[config.mk]
export PLATFORM = sky130hd
export DESIGN_NAME = index_vector_builder
export DESIGN_NICKNAME = d
export VERILOG_FILES = /design/src/rtl/index_vector_builder.sv
export SDC_FILE = /design/constraint.sdc
export NUM_CORES = 1
export LEC_CHECK = 0
export BUFFER_PORTS_ARGS = -buffer_cell sky130_fd_sc_hd__buf_2
export CAP_MARGIN = 10
export CORE_AREA = 2 2 56 58
export DETAILED_ROUTE_END_ITERATION = 10
export DIE_AREA = 0 0 58 60
export HOLD_SLACK_MARGIN = 0.15
export PLACE_DENSITY_LB_ADDON = 0.15
export SLEW_MARGIN = 25
export SYNTH_ARGS = -nofsm -noshare
export SYNTH_HDL_FRONTEND = slang
export SYNTH_SLANG_ARGS = --single-unit
[constraint.sdc]
create_clock -name clk_in -period 1.3 [get_ports clk_in]
set_input_delay 0.325 -clock clk_in [delete_from_list [all_inputs] [get_ports clk_in]]
set_output_delay 0.325 -clock clk_in [all_outputs]
set_load 0.05 [all_outputs]
[src/rtl/index_vector_builder.sv]
// Stream-to-vector decoder: ORs one-hot decoded index beats into an accumulator
// and hands each completed set to a one-entry output register.
module index_vector_builder #(
    parameter int unsigned VECTOR_LENGTH   = 8,
    parameter int unsigned MAX_INPUT_WIDTH = 32
) (
    input  logic                       clk_in,
    input  logic                       reset_in,
    input  logic [MAX_INPUT_WIDTH-1:0] index_in,
    input  logic                       index_last_in,
    input  logic                       index_valid_in,
    output logic                       index_ready_out,
    output logic [VECTOR_LENGTH-1:0]   vector_out,
    output logic                       duplicate_out,
    output logic                       out_of_range_out,
    output logic                       vector_valid_out,
    input  logic                       vector_ready_in
);

    localparam logic [MAX_INPUT_WIDTH-1:0] LIMIT = MAX_INPUT_WIDTH'(VECTOR_LENGTH);

    logic [VECTOR_LENGTH-1:0] acc;
    logic                     dup_acc;
    logic                     oor_acc;
    logic [VECTOR_LENGTH-1:0] onehot;
    logic                     in_range;
    logic                     hit;
    logic                     accept;
    logic                     consume;

    // Decode against the full-width index so large values never alias onto a low bit.
    always_comb begin
        onehot = '0;
        for (int unsigned i = 0; i < VECTOR_LENGTH; i++) begin
            onehot[i] = (index_in == MAX_INPUT_WIDTH'(i));
        end
    end

    assign in_range        = (index_in < LIMIT);
    assign hit             = |(acc & onehot);
    assign index_ready_out = reset_in & (~vector_valid_out | vector_ready_in);
    assign accept          = index_valid_in & index_ready_out;
    assign consume         = vector_valid_out & vector_ready_in;

    always_ff @(posedge clk_in) begin
        if (!reset_in) begin
            acc              <= '0;
            dup_acc          <= 1'b0;
            oor_acc          <= 1'b0;
            vector_out       <= '0;
            duplicate_out    <= 1'b0;
            out_of_range_out <= 1'b0;
            vector_valid_out <= 1'b0;
        end else begin
            if (consume) begin
                vector_valid_out <= 1'b0;
            end
            // A last beat on a consume edge overrides the clear above: no bubble.
            if (accept) begin
                if (index_last_in) begin
                    vector_out       <= acc | onehot;
                    duplicate_out    <= dup_acc | hit;
                    out_of_range_out <= oor_acc | ~in_range;
                    vector_valid_out <= 1'b1;
                    acc              <= '0;
                    dup_acc          <= 1'b0;
                    oor_acc          <= 1'b0;
                end else begin
                    acc     <= acc | onehot;
                    dup_acc <= dup_acc | hit;
                    oor_acc <= oor_acc | ~in_range;
                end
            end
        end
    end

endmodule

* Word level (Yosys, flattened, before mapping)
Cells that the tools add are included.
Widths: inputs -> output; s select.
** Storage, ports and cells
- Register bits :: 21
- Input bits :: 37
- Output and inout bits :: 12
- Word-level logic and storage cells :: 34
** Cells by class
- Order comparisons :: 1
- Equal/unequal tests :: 7
- Muxes and demuxes :: 6
- Bitwise logic cells :: 10
- Reduce and logical (&&, ||, !) cells :: 3
** Operator list (number)
- $eq 32x3->1 const B :: 4
- $eq 32x2->1 const B :: 2
- $eq 32x1->1 const B :: 1
- $logic_not 32->1 :: 1
- $lt 32x4->1 const B :: 1
- $and 8x8->8 :: 1
- $mux 8 :: 1
- $or 8x8->8 :: 1
- $reduce_or 8->1 :: 1
- $mux 1 :: 5
- $and 1x1->1 :: 3
- $or 1x1->1 :: 3
- $not 1->1 :: 2
- $reduce_and 2->1 :: 1

* Longest topological paths before layout
Gate-level depths: netlist of run 1.
- Word-level depth :: 5
- Depth in mapped cells :: 6
- Gate-level depth less buffers :: 4

* Least setup slack after synthesis of run 1
No wires, ideal clock.
- Path kind :: reg2reg
- Start :: reg vector_valid_out
- End :: reg oor_acc
- Library setup time :: 115 ps
- Arrival time :: 1477 ps
- Data required time :: 1185 ps
- Path slack :: -292 ps
- Cell stages (with the launch flop) :: 6
- Period minus slack after synthesis :: 1592 ps
- Cell sequence :: dfxtp_1 -> nand2b_1 -> and3_2 -> buf_2 -> a21boi_1 -> o21a_1
** On the way
- Cells in the longest elaborated chain, start to end :: 4
** RTL lines
- start: declaration :: line 16 : output logic vector_valid_out,
- start signal: assignment :: line 53 : vector_valid_out <= 1'b0;
- start signal: assignment :: line 56 : vector_valid_out <= 1'b0;
- start signal: assignment :: line 64 : vector_valid_out <= 1'b1;
- $not 1->1 :: line 41 : assign index_ready_out = reset_in & (~vector_valid_out | vector_ready_in);
- $or 1x1->1 :: line 41
- $and 1x1->1 :: line 41
- $and 1x1->1 :: line 42 : assign accept = index_valid_in & index_ready_out;
- end signal: assignment :: line 71 : oor_acc <= oor_acc | ~in_range;
- end: declaration :: line 24 : logic oor_acc;
Every way passes these cells.
A chain may end at the register's enable or synchronous reset.

* Final worst setup path of run 1
- Start :: reg vector_valid_out
- End :: out index_ready_out
** On the way
- Cells in the longest elaborated chain, start to end :: 3
** RTL lines
- $not 1->1 :: line 41
- $or 1x1->1 :: line 41
- $and 1x1->1 :: line 41
- end: declaration :: line 12 : output logic index_ready_out,
Every way passes these cells.

==> results of run 1 <==
==> worst min path at each step <==
stage,end,depth (start not counted)
6_report,vector_valid_out,3
5_1_grt,vector_valid_out,3
4_1_cts,vector_valid_out,3
3_5_place_dp,out_of_range_out,2
3_3_place_gp,oor_acc,1
2_1_floorplan,oor_acc,1
==> through the flow <==
stage               area, um^2  setup slack [ns]
floorplan                 1140           -0.0332
global placement          1500            -0.168
detailed placement        1500            -0.202
CTS                       1550           -0.0294
global route              1550           -0.0654
finish                    1550           -0.0174
==> logic make-up (layout without fill, tap and decap cells) <==
family,after synthesis,after routing
AO/OA/AOI/OAI,36,36
buffers and inverters,13,73
flip-flops,21,21
multiplexers,2,2
AND/OR/NAND/NOR,53,53
==> worst max-delay path: stages (launching register included) <==
cell,delay [ns]
dfxtp_4,0.37
nand2b_4,0.05
and2_4,0.13
buf_8,0.14
==> synthesized netlist by cell type, types with 2 or more instances <==
cell and instances:
clkbuf_1 3, o21ai_1 4, a41oi_1 7, buf_6 4
nor2_1 8, and4_1 2, nor3_1 3, o41ai_2 2
clkbuf_8 2, inv_1 2, nor4_1 6, nand3b_1 4
a31oi_1 5, nand3_1 12, a21oi_1 3, o21ai_0 8
nand2_1 9, dfxtp_1 21
==> power by group <==
group | total (W) | switching (W) | internal [W]
Sequential | 0.000653 | 0.00000396 | 0.000649
Clock | 0.000301 | 0.000182 | 0.000119
Combinational | 0.000219 | 0.000113 | 0.000107
Total | 0.00117 | 0.000298 | 0.000875
==> final cells by class <==
cell class              instances  area (um^2)
clock buffers                   4         26.3
fillers                       296         1350
inverters                       2         7.51
multi-input cells              91          621
flip-flops and latches         21          424
well taps                      33         41.3
repair buffers                 67          434
==> metal layers <==
layer | part of all wire | vias up | wire length, um
met5 | 0 | - | 0
met1 | 0.46 | 519 | 1280
met2 | 0.49 | 35 | 1350
met3 | 0.044 | 2 | 121
li1 | - | 594 | -
met4 | 0.0069 | 0 | 19
==> state kept, by name (all words and copies together) (netlist names) <==
signal	flops
acc	8
vector_out	8
dup_acc	1
duplicate_out	1
oor_acc	1
out_of_range_out	1
vector_valid_out	1
==> what timing repair did <==
| item | CTS | global route |
|---|---|---|
| gates resized for setup | 5 | 1 |
| setup endpoints to repair | 1 | 2 |
| hold buffers | 0 | 0 |
| pin swaps | 1 | 0 |
| buffers inserted | 1 | 0 |
==> results.cfg, run 1 <==
[outcome]
run_status = complete, but fails checks
violations = negative setup slack

[floorplanning]
core_area_um2 = 2900
fp.dieH_um = 60
ios = 49
rows = 20
start_util = 0.391
die_w_um = 58
die-area_um2 = 3480

[power_and_ir_drop]
pwr_density_cell_nw_per_um2 = 755
leakage_nw = 0.657
peakVddDrop_mv = 0.431
finalPower_w = 0.00117

[sta]
fin_ws_ns = -0.0174
worst_clock_skew_ns = 0.00817
max-slew-margin-rel = 0.761
finalHoldViolCount = 0
tightest_slew_ns = 0.359
finalMaxSlewViolations = 0
period_needed_ns = 1.32
tns_ns = -0.0174
rsz0062_at_grt = true
setup_viol = 1
fmax_ghz = 0.759
whs_ns = 0.355
fin_crit_sh = 1.01

[grt]
first_global_vias = 1126
grt_use_met1 = 0.218
met3_usage = 0.0281
grt_pass1_wl_um = 4840
busiest_layer = met2
overflow = 0
grt_max_degree = 21
grt_use_met2 = 0.320
antenna_found_initial = 0
grt_usage = 0.179

[cts]
htreeDepth = 1
cts_tree = yes
clockBufferDepth = 2
root_buffer = clkbuf_4
numCtsBuffers = 3
insertion_delay_ns = 0.29
clock-sinks = 21
cts.clk_slew.worst_paths_ns = 0.11

[logic_synthesis]
synth_compound_area_frac = 0.250
synth_nets = 162
synth_top_area_frac = 0.370
ys_warn_count = 0
synth_area_leader_cell = dfxtp_1
synth.distinct_cells = 38
async_flop_share = 0
seq_area_frac_synth = 0.370
syn_avg_cell_area_um2 = 9.08
synthAdderAreaFrac = 0
synth_flop_cell = dfxtp_1
synth_xor_area_frac = 0
synthMuxAreaShare = 0.0187
syn_area_um2 = 1130
ys_seq_elements = 21
synth_top_family_by_area = simple AND/OR/NAND/NOR gates
syn_inst = 125
synth_edf_count = 0
synth-simple-area-share = 0.269
ys_top_cells_by_area = dfxtp_1 37%, a41oi_1 5.4%, nand3_1 5.3%

[placement]
gp_congestion = 0.838
io_buffers = 48
hpwl_um = 2250
dp_cells = 213

[layout]
instances_no_fill = 218
mostFrequentLayoutCells = 47 x buf_2, 20 x dfxtp_1, 15 x buf_4
synthToLayoutAreaGrowth_pct = 36.9
nets = 223
diodes = 0
final_core_util = 0.535
layout_commonest_cell = buf_2
drive_gt1_frac = 0.459

[worst_setup_path]
ff2ff_setup_slack_ns = 0.02
cp.required_ns = 0.98
startpoint = vector_valid_out
r2r_cells = 3
cp_max_fo = 2
arrival_ns = 0.99
crit_type = flip-flop to primary output
start_kind = flip-flop
worstSetupEndpoint = index_ready_out
cp-end-kind = primary output
r2r-end = duplicate_out
rr_startpoint = acc[0]

[hold_path]
hold_class = input port to flip-flop
min-delay-start = reset_in

[flow_run]
drv_cap = 0

[drt]
drt-vias-per-instance = 5.28
routed_wl_um = 2770
ant_nets = 0
vias = 1150
dr.first_iter.drc_count = 22
routedWlPerCell_um = 12.7
drt-pass1-iter-count = 4
drc_errors = 0
No activity file was read; power rests on OpenSTA's default activity.
==> run 2: changes to the inputs <==
--- a/config.mk
+++ b/config.mk
@@ -12,6 +12,7 @@
 export DIE_AREA = 0 0 58 60
 export HOLD_SLACK_MARGIN = 0.15
 export PLACE_DENSITY_LB_ADDON = 0.15
+export SKIP_LAST_GASP = 1
 export SLEW_MARGIN = 25
 export SYNTH_ARGS = -nofsm -noshare
 export SYNTH_HDL_FRONTEND = slang
==> constraint.sdc (replaced) <==
create_clock -name clk_in -period 1.35 [get_ports clk_in]
set_input_delay 0.3375 -clock clk_in [delete_from_list [all_inputs] [get_ports clk_in]]
set_output_delay 0.3375 -clock clk_in [all_outputs]
set_load 0.05 [all_outputs]
==> run 2 against run 1 <==
Effect of this change: the run still ends with negative setup slack left; cell area fell by 0.48%; sequential share of layout area rose by 0.13 points; via count rose by 0.35%; die area did not move; critical path type unchanged; critical endpoint unchanged.
==> results.cfg, run 2 (synthesized netlist as in run 1, its figures left out) <==
[sta]
fin_ws_ns = -0.00452
finalHoldViolCount = 0
period_needed_ns = 1.35
tightest_slew_ns = 0.337
rsz0062_at_grt = true
finalMaxSlewViolations = 0
worst_clock_skew_ns = 0.00845
whs_ns = 0.355
fmax_ghz = 0.738
max-slew-margin-rel = 0.775
setup_viol = 1
fin_crit_sh = 1.00

[grt]
first_global_vias = 1135
antenna_found_initial = 0
grt_max_degree = 19
overflow = 0
grt_pass1_wl_um = 4800
grt_usage = 0.177

[power_and_ir_drop]
peakVddDrop_mv = 0.522
pwr_density_cell_nw_per_um2 = 730
finalPower_w = 0.00113
leakage_nw = 0.645

[drt]
drc_errors = 0
drt-pass1-iter-count = 4
routed_wl_um = 2720
dr.first_iter.drc_count = 40
routedWlPerCell_um = 12.6
drt-vias-per-instance = 5.37
ant_nets = 0
vias = 1154

[cts]
clockBufferDepth = 2
clock-sinks = 21
htreeDepth = 1
cts_tree = yes
ctsHoldBuffers = 0
cts.clk_slew.worst_paths_ns = 0.12
insertion_delay_ns = 0.30
root_buffer = clkbuf_4
numCtsBuffers = 3

[worst_setup_path]
r2r-end = acc[6]
r2r_cells = 5
slowest_stage = dfxtp_4
ff2ff_setup_slack_ns = 0.07
crit_type = flip-flop to primary output
rr_startpoint = vector_valid_out
cp_max_fo = 2
cp-end-kind = primary output
cp.required_ns = 1.01
cp_slowest_stage_delay_ns = 0.37
crit_chain = nand2b_4, and2_4, buf_8
arrival_ns = 1.02
start_kind = flip-flop

[hold_path]
whs_endpoint = vector_valid_out
hold_depth = 3
hold_class = input port to flip-flop
min-delay-start = reset_in

[placement]
hpwl_um = 2170
gp_congestion = 0.790
placed_cell_area_um2 = 1450
io_buffers = 48

[floorplanning]
die-area_um2 = 3480
die_w_um = 58
ios = 49
rows = 20
start_util = 0.391
fp.dieH_um = 60
core_area_um2 = 2900

[layout]
synthToLayoutAreaGrowth_pct = 36.3
n_fill_cell = 286
multi_input_area_um2 = 643
seq_area_um2 = 424
mostFrequentLayoutCells = 47 x buf_2, 20 x dfxtp_1, 12 x nand3_1, 12 x buf_4, 9 x nand2_1
diodes = 0
top_regs = acc x8, vector_out x8
nets = 220
design_area_um2 = 1550
drive_gt1_frac = 0.473
layout_commonest_cell = buf_2

[outcome]
violations = negative setup slack
run_status = complete, but fails checks

[flow_run]
drv_cap = 0
[run 2: changes by cell type in the layout (fill, tap and decap cells not counted), sizes merged]
cell	previous run	this run
buf	67	64
clkbuf	4	3
clkinv	0	1
[run 2: per-layer routing]
layer / track usage / vias up / routed length, um
met5: 0 / - / 0
met4: 0.0565 / 0 / 0
met3: 0.0260 / 0 / 149
met2: 0.312 / 34 / 1340
met1: 0.224 / 535 / 1230
li1: - / 585 / -
[run 2: worst max path at each step]
| stage | from | end | cells past startpoint |
|---|---|---|---|
| 3_3_place_gp | index_in[31] | acc[4] | 6 |
| 3_5_place_dp | index_in[31] | acc[6] | 6 |
| 6_report | vector_valid_out | index_ready_out | 3 |
| 4_1_cts | vector_valid_out | index_ready_out | 3 |
| 2_1_floorplan | index_in[9] | oor_acc | 6 |
| 5_1_grt | vector_valid_out | index_ready_out | 3 |
[run 2: what timing repair did]
action	4_1_cts	5_1_grt
hold endpoints to repair	0	0
pin swaps	1	2
setup buffers	1	0
endpoints found under the setup margin	3	10
gates resized for setup	5	6
cloned	0	0
[run 2: area by class of cell]
cell class | instances | share of cell area
Timing Repair Buffer | 64 | 0.261
Clock inverter | 1 | 0.00324
Inverter | 2 | 0.00485
Tap cell | 33 | 0.0267
Sequential cell | 21 | 0.274
Clock buffer | 3 | 0.0146
Multi-Input combinational cell | 91 | 0.416
[run 2: stage by stage]
stage                util  setup slack (ns)  setup TNS, ns  std cells
global route        0.533           -0.0597        -0.0636        215
detailed placement  0.500            -0.298          -3.49        210
global placement    0.500            -0.206          -2.74        210
CTS                 0.522           -0.0227        -0.0227        215
floorplan               -           0.00358              0        125
finish              0.533          -0.00452       -0.00452        215
[run 2: worst max-delay path: cells and delay by family, from the launching register on]
| family | cells | cell delay [ns] |
|---|---|---|
| AND/OR/NAND/NOR | 2 | 0.21 |
| flip-flops | 1 | 0.37 |
| buffers and inverters | 1 | 0.13 |
[run 2: power breakdown]
part	internal, W	total [W]	switching, W
sequential	0.000625	0.000628	0.00000346
clock	0.000110	0.000297	0.000187
combinational	0.0000959	0.000205	0.000109
==> run 3: changes to the inputs <==
--- a/config.mk
+++ b/config.mk
@@ -7,9 +7,9 @@
 export LEC_CHECK = 0
 export BUFFER_PORTS_ARGS = -buffer_cell sky130_fd_sc_hd__buf_2
 export CAP_MARGIN = 10
-export CORE_AREA = 2 2 56 58
+export CORE_AREA = 2 2 57 59
 export DETAILED_ROUTE_END_ITERATION = 10
-export DIE_AREA = 0 0 58 60
+export DIE_AREA = 0 0 59 61
 export HOLD_SLACK_MARGIN = 0.15
 export PLACE_DENSITY_LB_ADDON = 0.15
 export SKIP_LAST_GASP = 1
==> constraint.sdc (replaced) <==
create_clock -name clk_in -period 1.3 [get_ports clk_in]
set_input_delay 0.325 -clock clk_in [delete_from_list [all_inputs] [get_ports clk_in]]
set_output_delay 0.325 -clock clk_in [all_outputs]
set_load 0.05 [all_outputs]
==> run 3 against run 2 <==
Effect of this change: the run still ends with negative setup slack left; global-route usage fell by 1.0 points; critical endpoint unchanged; sequential power is 4.0% higher; die area up 3.4%; clock power grew 8.8%; total power up 4.3%.
==> results.cfg, run 3 (synthesized netlist as in run 1, its figures left out) <==
[drt]
vias = 1124
routedWlPerCell_um = 12.6
drt-pass1-iter-count = 4
routed_wl_um = 2690
drt-vias-per-instance = 5.28
drc_errors = 0
dr.first_iter.drc_count = 29
ant_nets = 0

[layout]
seq_area_um2 = 424
mostFrequentLayoutCells = 47 x buf_2, 20 x dfxtp_1, 12 x nand3_1, 12 x buf_4, 9 x nand2_1
layout_commonest_cell = buf_2
nets = 218
diodes = 0
drive_gt1_frac = 0.450
multi_input_area_um2 = 621
synthToLayoutAreaGrowth_pct = 32.3
top_regs = acc x8, vector_out x8
n_fill_cell = 275
design_area_um2 = 1500

[cts]
numCtsBuffers = 3
insertion_delay_ns = 0.31
cts_tree = yes
cts.clk_slew.worst_paths_ns = 0.12
htreeDepth = 1
ctsHoldBuffers = 0
clock-sinks = 21
clockBufferDepth = 2
root_buffer = clkbuf_4

[sta]
setup_viol = 1
fmax_ghz = 0.742
max-slew-margin-rel = 0.768
tns_ns = -0.0485
rsz0062_at_grt = true
tightest_slew_ns = 0.348
fin_crit_sh = 1.04
period_needed_ns = 1.35
finalMaxSlewViolations = 0
fin_ws_ns = -0.0485
worst_clock_skew_ns = 0.00234
finalHoldViolCount = 0

[placement]
gp_congestion = 0.765
io_buffers = 48
placed_cell_area_um2 = 1450
hpwl_um = 2160
place_ws_ns = -0.234

[power_and_ir_drop]
internal_power_w = 0.000859
swShare = 0.271
leakage_nw = 0.628
p_seq_frac = 0.554
clockPowerShare = 0.274
power_frac_comb = 0.172
pwr_density_cell_nw_per_um2 = 785
peakVddDrop_mv = 0.462
p_switching_w = 0.000320

[grt]
first_global_vias = 1032
grt_usage = 0.167
overflow = 0
grt_pass1_wl_um = 4510
antenna_found_initial = 0
grt_max_degree = 21

[hold_path]
hold_class = input port to flip-flop

[outcome]
violations = negative setup slack
run_status = complete, but fails checks

[flow_run]
drv_cap = 0

[worst_setup_path]
cp_max_fo = 2
cp.required_ns = 0.98
start_kind = flip-flop
arrival_ns = 1.02
cp-end-kind = primary output
crit_type = flip-flop to primary output

[floorplanning]
core_area_um2 = 2950
start_util = 0.384
die-area_um2 = 3600
rows = 20
die_w_um = 59
fp.dieH_um = 61
ios = 49
==> run 3: cell types whose count changed in the layout (fill, tap and decap cells not counted), sizes merged <==
cell  before  now
buf       64   62
==> run 3: layout make-up <==
class | count | area share
repair buffers | 62 | 0.253
well taps | 33 | 0.0275
flip-flops and latches | 21 | 0.283
inverters | 2 | 0.00500
clock buffers | 3 | 0.0150
clock inverters | 1 | 0.00333
multi-input cells | 91 | 0.413
==> run 3: routing by layer <==
layer	track usage	vias up	routed length, um
met5	0	-	0
met4	0.0779	0	47
met3	0.0256	4	86
met2	0.278	26	1230
met1	0.215	508	1330
li1	-	586	-
==> run 3: final timing paths <==
kind / from / end / slack, ns / cells after the start
worst max-delay path: vector_valid_out / index_ready_out / -0.05 / 3
worst min-delay path: reset_in / out_of_range_out / 0.31 / 3
worst max register to register: acc[0] / duplicate_out / 0.04 / 3
worst min register to register: vector_out[2] / vector_out[2] / 0.47 / 2
==> run 3: what timing repair did <==
action | 4_1_cts | 5_1_grt
endpoints found under the setup margin | 1 | 1
setup buffers | 1 | 0
gates resized for setup | 6 | 0
==> run 3: through the flow <==
step | hold slack (ns) | cells | total power [W] | utilization
after floorplan | 0.433 | 125 | 0.000766 | -
after global placement | 0.442 | 208 | 0.000856 | 0.490
final | 0.313 | 213 | 0.00118 | 0.508
after CTS | 0.309 | 213 | 0.00119 | 0.508
after detailed placement | 0.449 | 208 | 0.000859 | 0.490
after global routing | 0.330 | 213 | 0.00122 | 0.508
==> run 3: critical path, stage by stage (launching register included) <==
cell and delay [ns]:
dfxtp_4 0.38, nand2b_4 0.05, and2_4 0.15, buf_8 0.14
==> run 3: power by group through the flow <==
stage                     clock network (W)  logic [W]  registers, W
after global routing               0.000349   0.000222      0.000654
after CTS                          0.000331   0.000203      0.000653
final                              0.000323   0.000203      0.000653
after global placement                    0   0.000190      0.000666
after floorplan                           0  0.0000842      0.000682
after detailed placement                  0   0.000193      0.000666
